**config.mk**
```make
export PLATFORM = sky130hd
export DESIGN_NAME = cache_lru
export DESIGN_NICKNAME = d
export VERILOG_FILES = /design/src/rtl/cache_lru.sv
export SDC_FILE = /design/constraint.sdc
export NUM_CORES = 1
export LEC_CHECK = 0
export BUFFER_PORTS_ARGS = -buffer_cell sky130_fd_sc_hd__buf_2
export CAP_MARGIN = 5
export CELL_PAD_IN_SITES_DETAIL_PLACEMENT = 0
export CELL_PAD_IN_SITES_GLOBAL_PLACEMENT = 1
export CORE_UTILIZATION = 40
export DETAILED_ROUTE_END_ITERATION = 8
export GPL_TIMING_DRIVEN = 0
export PLACE_DENSITY = 0.74
export SLEW_MARGIN = 40
export SYNTH_ARGS = -nofsm -noshare
export SYNTH_HDL_FRONTEND = slang
export SYNTH_SLANG_ARGS = --single-unit
```
**constraint.sdc**
```tcl
create_clock -name clock -period 10.3 [get_ports clock]
set_input_delay 0.515 -clock clock [delete_from_list [all_inputs] [get_ports clock]]
set_output_delay 0.515 -clock clock [all_outputs]
set_load 0.03 [all_outputs]
```
**src/rtl/cache_lru.sv**
```systemverilog
// rtl/cache_lru.sv - true-LRU replacement tracker; optional valid bits via CACHE_LRU_VALID_EN
module cache_lru #(
    parameter int NUM_SETS = 4,
    parameter int NUM_WAYS = 4,
    localparam int SET_W = $clog2(NUM_SETS),
    localparam int WAY_W = $clog2(NUM_WAYS)
) (
    input  logic             clock,
    input  logic             reset,
    input  logic             victim_req,
    input  logic [SET_W-1:0] victim_set,
    output logic             victim_valid,
    output logic [WAY_W-1:0] victim_way,
    output logic             victim_free,
    input  logic             update_req,
    input  logic [SET_W-1:0] update_set,
    input  logic [WAY_W-1:0] update_way,
    input  logic             inval_req,
    input  logic [SET_W-1:0] inval_set,
    input  logic [WAY_W-1:0] inval_way,
    input  logic             flush_req
);

    localparam logic [WAY_W-1:0] AGE_MAX = WAY_W'(NUM_WAYS - 1);

    logic [WAY_W-1:0] age_q [NUM_SETS][NUM_WAYS];
    logic [WAY_W-1:0] age_d [NUM_SETS][NUM_WAYS];
    logic [WAY_W-1:0] touch_age;
    logic [WAY_W-1:0] inval_age;
    logic             inval_apply;

    logic             victim_valid_q;
    logic [WAY_W-1:0] victim_way_q;
    logic [WAY_W-1:0] age_way;
    logic [WAY_W-1:0] sel_way;

    assign touch_age   = age_q[update_set][update_way];
    assign inval_age   = age_q[inval_set][inval_way];
    // A same-set touch wins; the invalidate is dropped entirely.
    assign inval_apply = inval_req && !(update_req && (update_set == inval_set));

    always_comb begin
        age_d = age_q;
        for (int s = 0; s < NUM_SETS; s++) begin
            for (int i = 0; i < NUM_WAYS; i++) begin
                if (flush_req) begin
                    age_d[s][i] = WAY_W'(i);
                end else if (update_req && (update_set == SET_W'(s))) begin
                    if (update_way == WAY_W'(i))
                        age_d[s][i] = '0;
                    else if (age_q[s][i] < touch_age)
                        age_d[s][i] = age_q[s][i] + 1'b1;
                end else if (inval_apply && (inval_set == SET_W'(s))) begin
                    if (inval_way == WAY_W'(i))
                        age_d[s][i] = AGE_MAX;
                    else if (age_q[s][i] > inval_age)
                        age_d[s][i] = age_q[s][i] - 1'b1;
                end
            end
        end
    end

    always_comb begin
        age_way = '0;
        for (int i = 0; i < NUM_WAYS; i++) begin
            if (age_q[victim_set][i] == AGE_MAX)
                age_way = WAY_W'(i);
        end
    end

`ifdef CACHE_LRU_VALID_EN
    logic [NUM_WAYS-1:0] valid_q [NUM_SETS];
    logic [NUM_WAYS-1:0] valid_d [NUM_SETS];
    logic                free_hit;
    logic [WAY_W-1:0]    free_way;
    logic                victim_free_q;

    always_comb begin
        valid_d = valid_q;
        if (flush_req) begin
            for (int s = 0; s < NUM_SETS; s++)
                valid_d[s] = '0;
        end else begin
            if (update_req)
                valid_d[update_set][update_way] = 1'b1;
            if (inval_apply)
                valid_d[inval_set][inval_way] = 1'b0;
        end
    end

    // Descending scan so the lowest-index invalid way is the one kept.
    always_comb begin
        free_hit = 1'b0;
        free_way = '0;
        for (int i = NUM_WAYS - 1; i >= 0; i--) begin
            if (!valid_q[victim_set][i]) begin
                free_hit = 1'b1;
                free_way = WAY_W'(i);
            end
        end
    end

    assign sel_way = free_hit ? free_way : age_way;

    always_ff @(posedge clock) begin
        if (reset) begin
            victim_free_q <= 1'b0;
            for (int s = 0; s < NUM_SETS; s++)
                valid_q[s] <= '0;
        end else begin
            if (victim_req)
                victim_free_q <= free_hit;
            valid_q <= valid_d;
        end
    end

    assign victim_free = victim_free_q;
`else
    assign sel_way     = age_way;
    assign victim_free = 1'b0;
`endif

    always_ff @(posedge clock) begin
        if (reset) begin
            victim_valid_q <= 1'b0;
            victim_way_q   <= '0;
            for (int s = 0; s < NUM_SETS; s++)
                for (int i = 0; i < NUM_WAYS; i++)
                    age_q[s][i] <= WAY_W'(i);
        end else begin
            victim_valid_q <= victim_req;
            if (victim_req)
                victim_way_q <= sel_way;
            age_q <= age_d;
        end
    end

    assign victim_valid = victim_valid_q;
    assign victim_way   = victim_way_q;

endmodule

```
==> impl_metrics.yaml <==
status:
  status: "finished, final reports clean"
clocking:
  htreeDepth: 2
  root_buffer: "clkbuf_16"
  cts_setup_buffers: 0
  cts_hold_buf: 0
  cts_max_path_buffers: 2
  clkSlewWorstSetupHoldPaths_ns: 0.06
  clkSinkCount: 35
  cts_buffers: 5
  insertion_delay_ns: 0.29
  cts_resized: 0
  cts_tree: "built"
sta:
  setup-tns-final_ns: 0
  min_period_over_period_pct: 38.81
  slew_viol_final: 0
  min_period_ns: 3.997
  hold_viol_final: 0
  fmax_mhz: 250.2
  max_slew.worst_pin.slew_ns: 0.7737
  final-setup-viol-count: 0
  slew_headroom_pct: 48.37
  rsz0062_at_grt: "no"
  hold_slack_ns: 0.4348
  clock_skew_ns: 0.004573
floorplanning:
  die_h_um: 110.0
  start_util_pct: 41.00
  coreArea_um2: 11370
  die-area_um2: 12090
  die_w_um: 110.0
  io_pins: 20
  placementRows: 39
global_routing:
  grt.total_usage_pct: 30.96
  grt_pass1_vias: 4713
  grt_first_pass_wirelength_mm: 27.40
  overflow: 0
  grt_start_max_net_pins: 17
  antenna_found_initial: 0
routing:
  num_vias: 5166
  drtIter0Drc: 594
  drt_pass1_iterations: 5
  drc: 0
  vias_per_cell: 6.806
  postRouteAntennaNets: 0
  routed_wl_mm: 18.00
  wl_per_cell_um: 23.72
worst_setup_path:
  end_kind: "register"
  critPathMaxFanout: 16
  worstPathArrival_ns: 4.18
  cp_common_cell: "mux4_2"
  slowest_stage: "mux4_2"
  cp_cell_sequence: "buf_2 > clkbuf_1 > mux4_2 > mux4_2 > inv_2 > ha_1 > nor2b_1 > a2bb2oi_1 > o21ai_0 > nor2_1 > a311o_1 > o311a_1"
  r2r_start: "age_q[0]$_SDFFE_PP1P_"
  required_ns: 10.48
  slowest_delay_ns: 0.62
  crit_type: "in -> reg"
  crit_buf_inv: 3
  critPathTopFamily: "multiplexers"
  worstRegToRegCells: 10
  r2r_slack_ns: 6.82
  worstReg2RegEnd: "age_q[3]$_SDFFE_PP1P_"
  crit_path_start_kind: "input pin"
yosys:
  syn_area_um2: 4662
  syn_nets: 656
  seq_area_frac_synth_pct: 15.03
  yosysTopAreaCellShare_pct: 15.03
  synth_area_per_cell_um2: 7.875
  ys_ff_latch: 35
  ys_top_cells_by_count: "48 x ha_1, 41 x nand2_1, 41 x o21ai_0"
  yosysMostFrequentCell: "ha_1"
  synth_area_leaders: "dfxtp_1 15%, ha_1 13%, mux4_2 7.2%, a31oi_1 5.1%, o21ai_0 4.4%"
  synth_edf_count: 0
  synth_warnings: 0
  synth_flop_cell: "dfxtp_1"
  netlist_instances: 592
  yosysUniqueCellTypes: 56
  ys_async_sr_fraction_pct: 0
  synth_top_area_cell: "dfxtp_1"
layout:
  final_area_um2: 5080
  n_fill_cell: 1150
  final_nets: 680
  syn_to_final_growth_pct: 8.964
  drive_above_1_share_pct: 11.04
  fin_util_pct: 44.68
  num_antenna_cells: 0
place:
  hpwl_mm: 12.90
  placed_area_um2: 4932
  routabilityCongestion: 0.9178
  io_buffer_count: 17
hold_path:
  timing.hold.worst.class: "in -> reg"
  hold_depth: 2
  min_to: "victim_valid$_SDFF_PP0_"
  worstHoldStart: "reset"
job:
  drv_cap: 0
power:
  p_leak_nw: 2.019
  power_mw: 0.4989
  max-vdd-ir-drop_v: 0.00008725
  power_density_nw_per_um2: 98.22
power breakdown:
group | leakage (nW) | total, mW | switching (mW) | internal, mW
combinational | 1.66 | 0.192 | 0.120 | 0.0711
clock | 0.0727 | 0.160 | 0.0657 | 0.0947
sequential | 0.285 | 0.147 | 0.00672 | 0.140
layout make-up:
class | count | area [um2] | area share [%]
multi-input combinational | 487 | 3667 | 72.19
inverter | 23 | 86.33 | 1.700
clock buffer | 6 | 138.9 | 2.734
clock inverter | 1 | 5.005 | 0.09852
sequential | 35 | 700.7 | 13.79
tap | 143 | 178.9 | 3.522
buffer | 47 | 217.7 | 4.286
timing repair buffer | 17 | 85.08 | 1.675
how the worst max path moves through the flow:
stage / start / end / slack [ns] / cells past startpoint
floorplan: inval_set[0] / age_q[5]$_SDFFE_PP0P_ / 6.59 / 11
global placement: inval_set[0] / age_q[5]$_SDFFE_PP0P_ / 5.69 / 12
detailed placement: inval_set[0] / age_q[5]$_SDFFE_PP0P_ / 6.00 / 12
CTS: inval_set[0] / age_q[5]$_SDFFE_PP0P_ / 6.33 / 12
global route: inval_set[0] / age_q[5]$_SDFFE_PP0P_ / 6.13 / 12
finish: inval_set[0] / age_q[5]$_SDFFE_PP0P_ / 6.30 / 12
cells by family (layout without fill, tap and decap cells):
logic type / count (synthesis) / after routing / synth area share, %
buffers and inverters: 70 / 94 / 6.521
other: 1 / 1 / 0.08044
AO/OA/AOI/OAI: 211 / 211 / 31.83
multiplexers: 31 / 31 / 10.68
AND/OR/NAND/NOR: 180 / 180 / 19.97
adder cells (fa/ha/maj): 48 / 48 / 12.88
flip-flops: 35 / 35 / 15.03
XOR/XNOR: 16 / 16 / 3.006
registers in the layout, indices dropped and copies added, names as in the netlist:
name	count
victim_way	2
age_q	32
victim_valid	1
cells in the final DEF, fill, tap and decap left out, types with 7 or more instances in the layout:
cell type,Yosys,layout
a21oi_1,29,28
a2bb2oi_1,9,9
a31oi_1,38,38
and3_1,19,19
buf_2,9,26
clkbuf_1,31,31
dfxtp_1,35,35
ha_1,48,48
inv_1,23,22
mux2i_1,16,16
mux4_2,15,15
nand2_1,41,41
nand3_1,28,28
nor2_1,24,24
nor2b_1,20,20
nor3_1,19,19
o211ai_1,16,16
o21ai_0,41,39
o311ai_0,7,7
o31ai_1,18,18
xor2_1,10,10
worst reg2reg max path, stage by stage, from the launching register on:
cell      delay (ns)
dfxtp_1         0.29
clkbuf_1        0.24
mux4_2          0.54
mux4_2          0.79
ha_1            0.39
nand2_1         0.06
o21ai_0         0.15
a311o_1         0.42
a31oi_1         0.19
mux2i_1         0.20
nand2_1         0.07
through the flow:
stage          worst slack [ns]  cells
2_1_floorplan             6.593    592
3_3_place_gp              5.689    752
3_5_place_dp              6.003    752
4_1_cts                   6.334    759
5_1_grt                   6.135    759
6_report                  6.303    759
routing by layer:
layer	GRT usage [%]	part of all wire (%)	routed length, um
met5	0	0	0
met4	9.619	2.7	484
met3	7.943	11	1973
met1	41.70	42	7623
met2	48.08	44	7920
Power figures use the tool's default switching activity.
